===== src/rtl/sync_to_async_push.sv =====
// Clocked valid/ready to 4-phase bundled-data bridge feeding the Muller pipeline.
// Words are buffered in a small FIFO and issued one handshake at a time using a synchronised ack.
module sync_to_async_push #(
   parameter int WIDTH       = 8,
   parameter int DEPTH       = 4,
   parameter int SYNC_STAGES = 2
) (
   input  logic                     clk,
   input  logic                     rst_n,
   input  logic                     in_valid,
   output logic                     in_ready,
   input  logic [WIDTH-1:0]         in_data,
   output logic                     async_req,
   output logic [WIDTH-1:0]         async_data,
   input  logic                     async_ack,
   output logic [$clog2(DEPTH):0]   fifo_count,
   output logic                     busy,
   output logic                     proto_err
);

   localparam int AW = $clog2(DEPTH);

   typedef enum logic [1:0] {
      IDLE,
      SETUP,
      WAIT_HI,
      WAIT_LO
   } state_t;

   state_t state, state_next;

   logic [SYNC_STAGES-1:0] ack_sync;
   logic                   ack_s;

   logic [WIDTH-1:0] mem [DEPTH];
   logic [AW-1:0]    wr_ptr, rd_ptr;
   logic [AW:0]      count, count_next;
   logic             push, pop;

   logic load, req_rise, req_fall, err_set;

   // async_ack is only ever used after this chain; nothing else looks at the raw input
   always_ff @(posedge clk or negedge rst_n) begin
      if (!rst_n) begin
         ack_sync <= '0;
      end else begin
         ack_sync <= {ack_sync[SYNC_STAGES-2:0], async_ack};
      end
   end

   assign ack_s = ack_sync[SYNC_STAGES-1];

   assign push = in_valid && in_ready;
   assign pop  = load;

   always_comb begin
      count_next = count;
      case ({push, pop})
         2'b10:   count_next = count + 1'b1;
         2'b01:   count_next = count - 1'b1;
         default: count_next = count;
      endcase
   end

   always_ff @(posedge clk) begin
      if (push) begin
         mem[wr_ptr] <= in_data;
      end
   end

   // in_ready is precomputed from the next count so it is a plain flop output
   always_ff @(posedge clk or negedge rst_n) begin
      if (!rst_n) begin
         wr_ptr   <= '0;
         rd_ptr   <= '0;
         count    <= '0;
         in_ready <= 1'b0;
      end else begin
         if (push) begin
            wr_ptr <= wr_ptr + 1'b1;
         end
         if (pop) begin
            rd_ptr <= rd_ptr + 1'b1;
         end
         count    <= count_next;
         in_ready <= (count_next != (AW+1)'(DEPTH));
      end
   end

   assign fifo_count = count;

   always_ff @(posedge clk or negedge rst_n) begin
      if (!rst_n) begin
         state <= IDLE;
      end else begin
         state <= state_next;
      end
   end

   always_comb begin
      state_next = state;
      case (state)
         IDLE:    if (!ack_s && (count != '0)) state_next = SETUP;
         SETUP:   state_next = WAIT_HI;
         WAIT_HI: if (ack_s) state_next = WAIT_LO;
         WAIT_LO: if (!ack_s) state_next = IDLE;
         default: state_next = IDLE;
      endcase
   end

   always_comb begin
      load     = (state == IDLE) && !ack_s && (count != '0);
      req_rise = (state == SETUP);
      req_fall = (state == WAIT_HI) && ack_s;
      err_set  = (state == IDLE) && ack_s;
      busy     = (state != IDLE);
   end

   // Data is captured one cycle ahead of req so the bundle has a full cycle of setup
   always_ff @(posedge clk or negedge rst_n) begin
      if (!rst_n) begin
         async_req  <= 1'b0;
         async_data <= '0;
         proto_err  <= 1'b0;
      end else begin
         if (load) begin
            async_data <= mem[rd_ptr];
         end
         if (req_rise) begin
            async_req <= 1'b1;
         end else if (req_fall) begin
            async_req <= 1'b0;
         end
         if (err_set) begin
            proto_err <= 1'b1;
         end
      end
   end

endmodule


===== config.mk =====
export PLATFORM = sky130hd
export DESIGN_NAME = sync_to_async_push
export DESIGN_NICKNAME = d
export VERILOG_FILES = /design/src/rtl/sync_to_async_push.sv
export SDC_FILE = /design/constraint.sdc
export NUM_CORES = 1
export LEC_CHECK = 0
export CAP_MARGIN = 20
export CORE_MARGIN = 2
export CORE_UTILIZATION = 45
export DETAILED_ROUTE_END_ITERATION = 8
export PLACE_DENSITY = 0.74
export SKIP_LAST_GASP = 1
export SLEW_MARGIN = 5
export SYNTH_ARGS = -nofsm -noshare
export SYNTH_HDL_FRONTEND = slang
export SYNTH_SLANG_ARGS = --single-unit

===== constraint.sdc =====
create_clock -name clk -period 3.65 [get_ports clk]
set_clock_uncertainty 0.15 [all_clocks]
set_input_delay 0.73 -clock clk [delete_from_list [all_inputs] [get_ports clk]]
set_output_delay 0.73 -clock clk [all_outputs]
set_load 0.01 [all_outputs]

Word-level counts from Yosys, hierarchy flattened
Memories as Yosys holds them, arrays and structs flattened. A register that Yosys moved wholly into a read port is not among the register bits. Index checks and enable logic that the tools add are counted.

RAM bits: 32. Bits in registers: 14. Output and inout port bits: 15. Memories: 1.

Add/subtract/negate cells: 4. Eq/ne operators: 9. Reduce and logical (&&, ||, !) cells: 13. Muxes and demuxes: 9.

Memories: mem (words 4, bits a word 8, read ports 1, clocked after memory_dff 1, write ports 1, RTL line 35) `logic [WIDTH-1:0] mem [DEPTH];`.

Operator list (count): 2-bit case mux with 4 select lines (1); 2-bit equality test, second input constant (3); 1-bit logical AND (6); 2-bit two-way mux (3); 2-bit != test, second input constant (3); 3-bit case mux with 2 select lines (1); 2-bit by 1-bit adder with 2-bit output, second input constant (2); 2-bit by 1-bit equality test with 1-bit output, second input constant (2); 1-bit two-way mux (4); 2-bit nonzero test (2); 3-bit by 1-bit adder with 3-bit output, second input constant (1); 3-bit != test, second input constant (1); 3-bit AND reduction (1); 3-bit nonzero test (1); 3-bit by 1-bit subtractor with 3-bit output, second input constant (1); 1-bit zero test (2); 2-bit zero test (1).

Longest topological paths before layout
Depth after elaboration: 6. Gate-level depth with buffers: 10. Depth with buffers taken out: 10.

Worst setup path after synthesis
Ideal clock, no wire load.

Kind: register to register. From: reg state[0]. To: reg count[2], in the netlist fifo_count[2]. Cell stages (with the launch flop): 11. Path slack: 0.934 ns. Data required time: 3.373 ns. Period minus slack after synthesis: 2.716 ns. Arrival time: 2.439 ns. Cells stage by stage: dfrtp_1 > inv_1 > ha_1 > inv_2 > nor3_4 > ha_1 > inv_1 > fa_1 > xor2_1 > o21a_1 > or2_2.

Longest elaborated chain between the ends: 5. Elaborated cells on any way between the ends: 6.

RTL lines: from (decl) (RTL line 30) `state_t state, state_next;`; from (signal assigned) (RTL line 96) `state <= state_next;`; 2-bit zero test (*) (RTL line 112) `load = (state == IDLE) && !ack_s && (count != '0);`; 1-bit logical AND (*) (2 in series) (RTL line 112); named net load (RTL line 40) `logic load, req_rise, req_fall, err_set;`; 2-bit by 1-bit equality test with 1-bit output or 2-bit equality test (tied branches) (RTL line 58) `case ({push, pop})`; 3-bit case mux with 2 select lines (*) (RTL line 58); named net count_next[2] (RTL line 37) `logic [AW:0] count, count_next;`; to (signal assigned) (RTL line 85) `count <= count_next;`; to (decl) (RTL line 37).

Mark *: on every way through the listed nets, which the timed path passes. The rest lies on a longest branch. A chain may end at the register's enable or synchronous reset.

Worst setup path in the final report
Ends and elaborated chain as after synthesis.

==> impl_metrics.toml <==
[outcome]
status = "complete, no violations"

[yosys]
syn_avg_cell_area_um2 = 17.4
ys_types = 31
synth_seq_cells = 54
ys_seq_area_frac = 0.674
syn-cell-area_um2 = 2240
synth_largest_area_cell = "edfxtp_1"
synth_area_leaders = "edfxtp_1, dfrtp_1, mux4_2"
synth_fp_nets = 152
synthFlopType = "edfxtp_1"
synth.yosys.warnings = 0
synth_top_cell_area_share = 0.429
synth-async-reset-ratio = 0.407
synth_edf_count = 32
syn-instance-count = 129

[final_layout]
antennaDiodeCount = 0
final_nets = 184
drive_gt1_frac = 0.185
mostFrequentLayoutCells = "edfxtp_1, clkdlybuf4s50_1, dfrtp_1"
final_util = 0.567
fillers = 399
layout_commonest_cell = "edfxtp_1"
multiInputGateArea_um2 = 673
area_delta_synth_final_pct = 20.2
register_area_um2 = 1510

[timing]
worst_pin_slew_ns = 0.580
fmaxAchievable_ghz = 0.350
hold_viol = 0
relSlewSlack = 0.613
setup_viol = 0
fin_crit_ns = 2.86
slew_violations = 0
rsz0062_at_grt = "false"
fin_crit_sh = 0.783
finalSetupTns_ns = 0

[clock_tree]
holdBufCountCts = 0
cts_sinks = 54
cts_tree = "built"
clk_pin_slew_ns = 0.09
worstSkewPairLatency_ns = 0.30
cts_resized = 0
htreeDepth = 2
clockRootBuffer = "clkbuf_8"
cts-buffers-inserted = 5
cts_setup_buffers = 0
clockBufferDepth = 2

[critical_path]
crit_fanout = 10
cp.arrival_ns = 2.89
startpoint_type = "flip-flop"
critPathKind = "flip-flop to flip-flop"
required_ns = 3.69
cp-end-kind = "flip-flop"

[detailed_routing]
dr.pass1.iters = 4
wl_per_cell_um = 15.1
drt_iter0_drc = 63
routed_wl_mm = 3.45
viasPerCell = 5.14
ant_nets = 0
drc_errors = 0
num_vias = 1176

[power]
ir_worst_vdd_uv = 341
power_density_nw_per_um2 = 779
leakagePower_nw = 1.03

[floorplanning]
start_util = 0.472
rows = 25
io_pins = 27
dieArea_um2 = 5560
fp.dieH_um = 74.6
die_x_um = 74.6
core_um2 = 4750

[placed_design]
place.gp.congestion = 0.728
hpwlAfterDp_mm = 2.37
portBuffers = 26

[grt]
grt_pass1_wl_mm = 5.60
gr-total-overflow = 0
grt_usage = 0.140
first_global_vias = 1164
grt_max_degree = 23
antenna_found_initial = 0

[min_path]
hp-class = "flip-flop to flip-flop"

[flow_run]
cap_violations = 0
routing by layer:
metal | track usage | vias to the layer above | wire length, µm | part of all wire
met5 | 0 | - | 0 | 0
met1 | 0.174 | 598 | 1440 | 0.42
met3 | 0.0285 | 4 | 124 | 0.036
met2 | 0.237 | 26 | 1840 | 0.53
met4 | 0.0655 | 0 | 44 | 0.013
li1 | - | 548 | - | -
power breakdown:
part	switching (mW)	internal, mW	total, mW
logic	0.311	0.431	0.742
clock network	0.176	0.203	0.378
registers	0.148	0.831	0.979
total	0.634	1.46	2.10
kinds of logic (layout without fill, tap and decap cells):
family / after synthesis / count (layout) / share of synthesized area
muxes: 18 / 18 / 0.131
DFF: 54 / 54 / 0.674
buffers and inverters: 13 / 46 / 0.0257
and+or+nand+nor: 17 / 17 / 0.0502
xor gates and xnor gates: 5 / 5 / 0.0195
adders and majority gates: 11 / 11 / 0.0647
AOI/OAI and AO/OA: 11 / 11 / 0.0352
registers in the layout (all words and copies together) (netlist names):
name,flops
ack_sync,2
state,2
fifo_count,3
async_data,8
proto_err,1
rd_ptr,2
in_ready,1
wr_ptr,2
async_req,1
mem,32
worst max-delay path: stages (launching register included):
cell and delay, ns:
dfrtp_1 0.45, inv_1 0.14, ha_1 0.29, inv_2 0.09, nor3_4 0.15, buf_4 0.22
ha_1 0.21, inv_1 0.06, fa_1 0.37, xor2_1 0.16, o21a_1 0.18, or2_2 0.30
cell type report:
cell class                      instances  share of cell area
Sequential cell                        54               0.561
Multi-Input combinational cell         62               0.250
Timing Repair Buffer                   28               0.105
Tap cell                               67              0.0311
Clock buffer                            6              0.0269
Inverter                               10              0.0139
Clock inverter                          2              0.0125
path summary, 6_finish.rpt:
check,end,startpoint,depth (start not counted),slack [ns]
worst min-delay path,ack_sync[1]$_DFF_PN0_,ack_sync[0]$_DFF_PN0_,0,0.20
worst max register to register,fifo_count[2]$_DFF_PN0_,state[0]$_DFFE_PN0P_,11,0.79
worst min register to register,ack_sync[1]$_DFF_PN0_,ack_sync[0]$_DFF_PN0_,0,0.20
worst max-delay path,fifo_count[2]$_DFF_PN0_,state[0]$_DFFE_PN0P_,11,0.79
max in group asynchronous,rd_ptr[1]$_DFFE_PN0P_,rst_n,2,2.24
min in group asynchronous,ack_sync[1]$_DFF_PN0_,rst_n,1,0.63
cells in the mapped netlist, types with 2 or more instances:
cell      instances
xnor2_1           2
nand2_1           3
nor3_1            3
mux2_2            9
dfrtp_1          22
and3_1            4
edfxtp_1         32
nor4b_1           2
a21o_1            2
inv_1             9
mux4_2            8
ha_1             10
xor2_1            3
o21ai_0           3
per-stage QoR:
step / power, mW / hold slack (ns) / worst slack (ns) / instance area [µm²] / cells
CTS: 2.13 / 0.205 / 0.784 / 2680 / 228
detailed placement: 1.75 / 0.185 / 0.725 / 2570 / 220
finish: 2.10 / 0.204 / 0.791 / 2700 / 229
global route: 2.24 / 0.215 / 0.664 / 2700 / 229
floorplan: 1.46 / 0.181 / 0.934 / 2240 / 129
global placement: 1.71 / 0.184 / 0.833 / 2570 / 220
No activity file was read; power rests on OpenSTA's default activity.
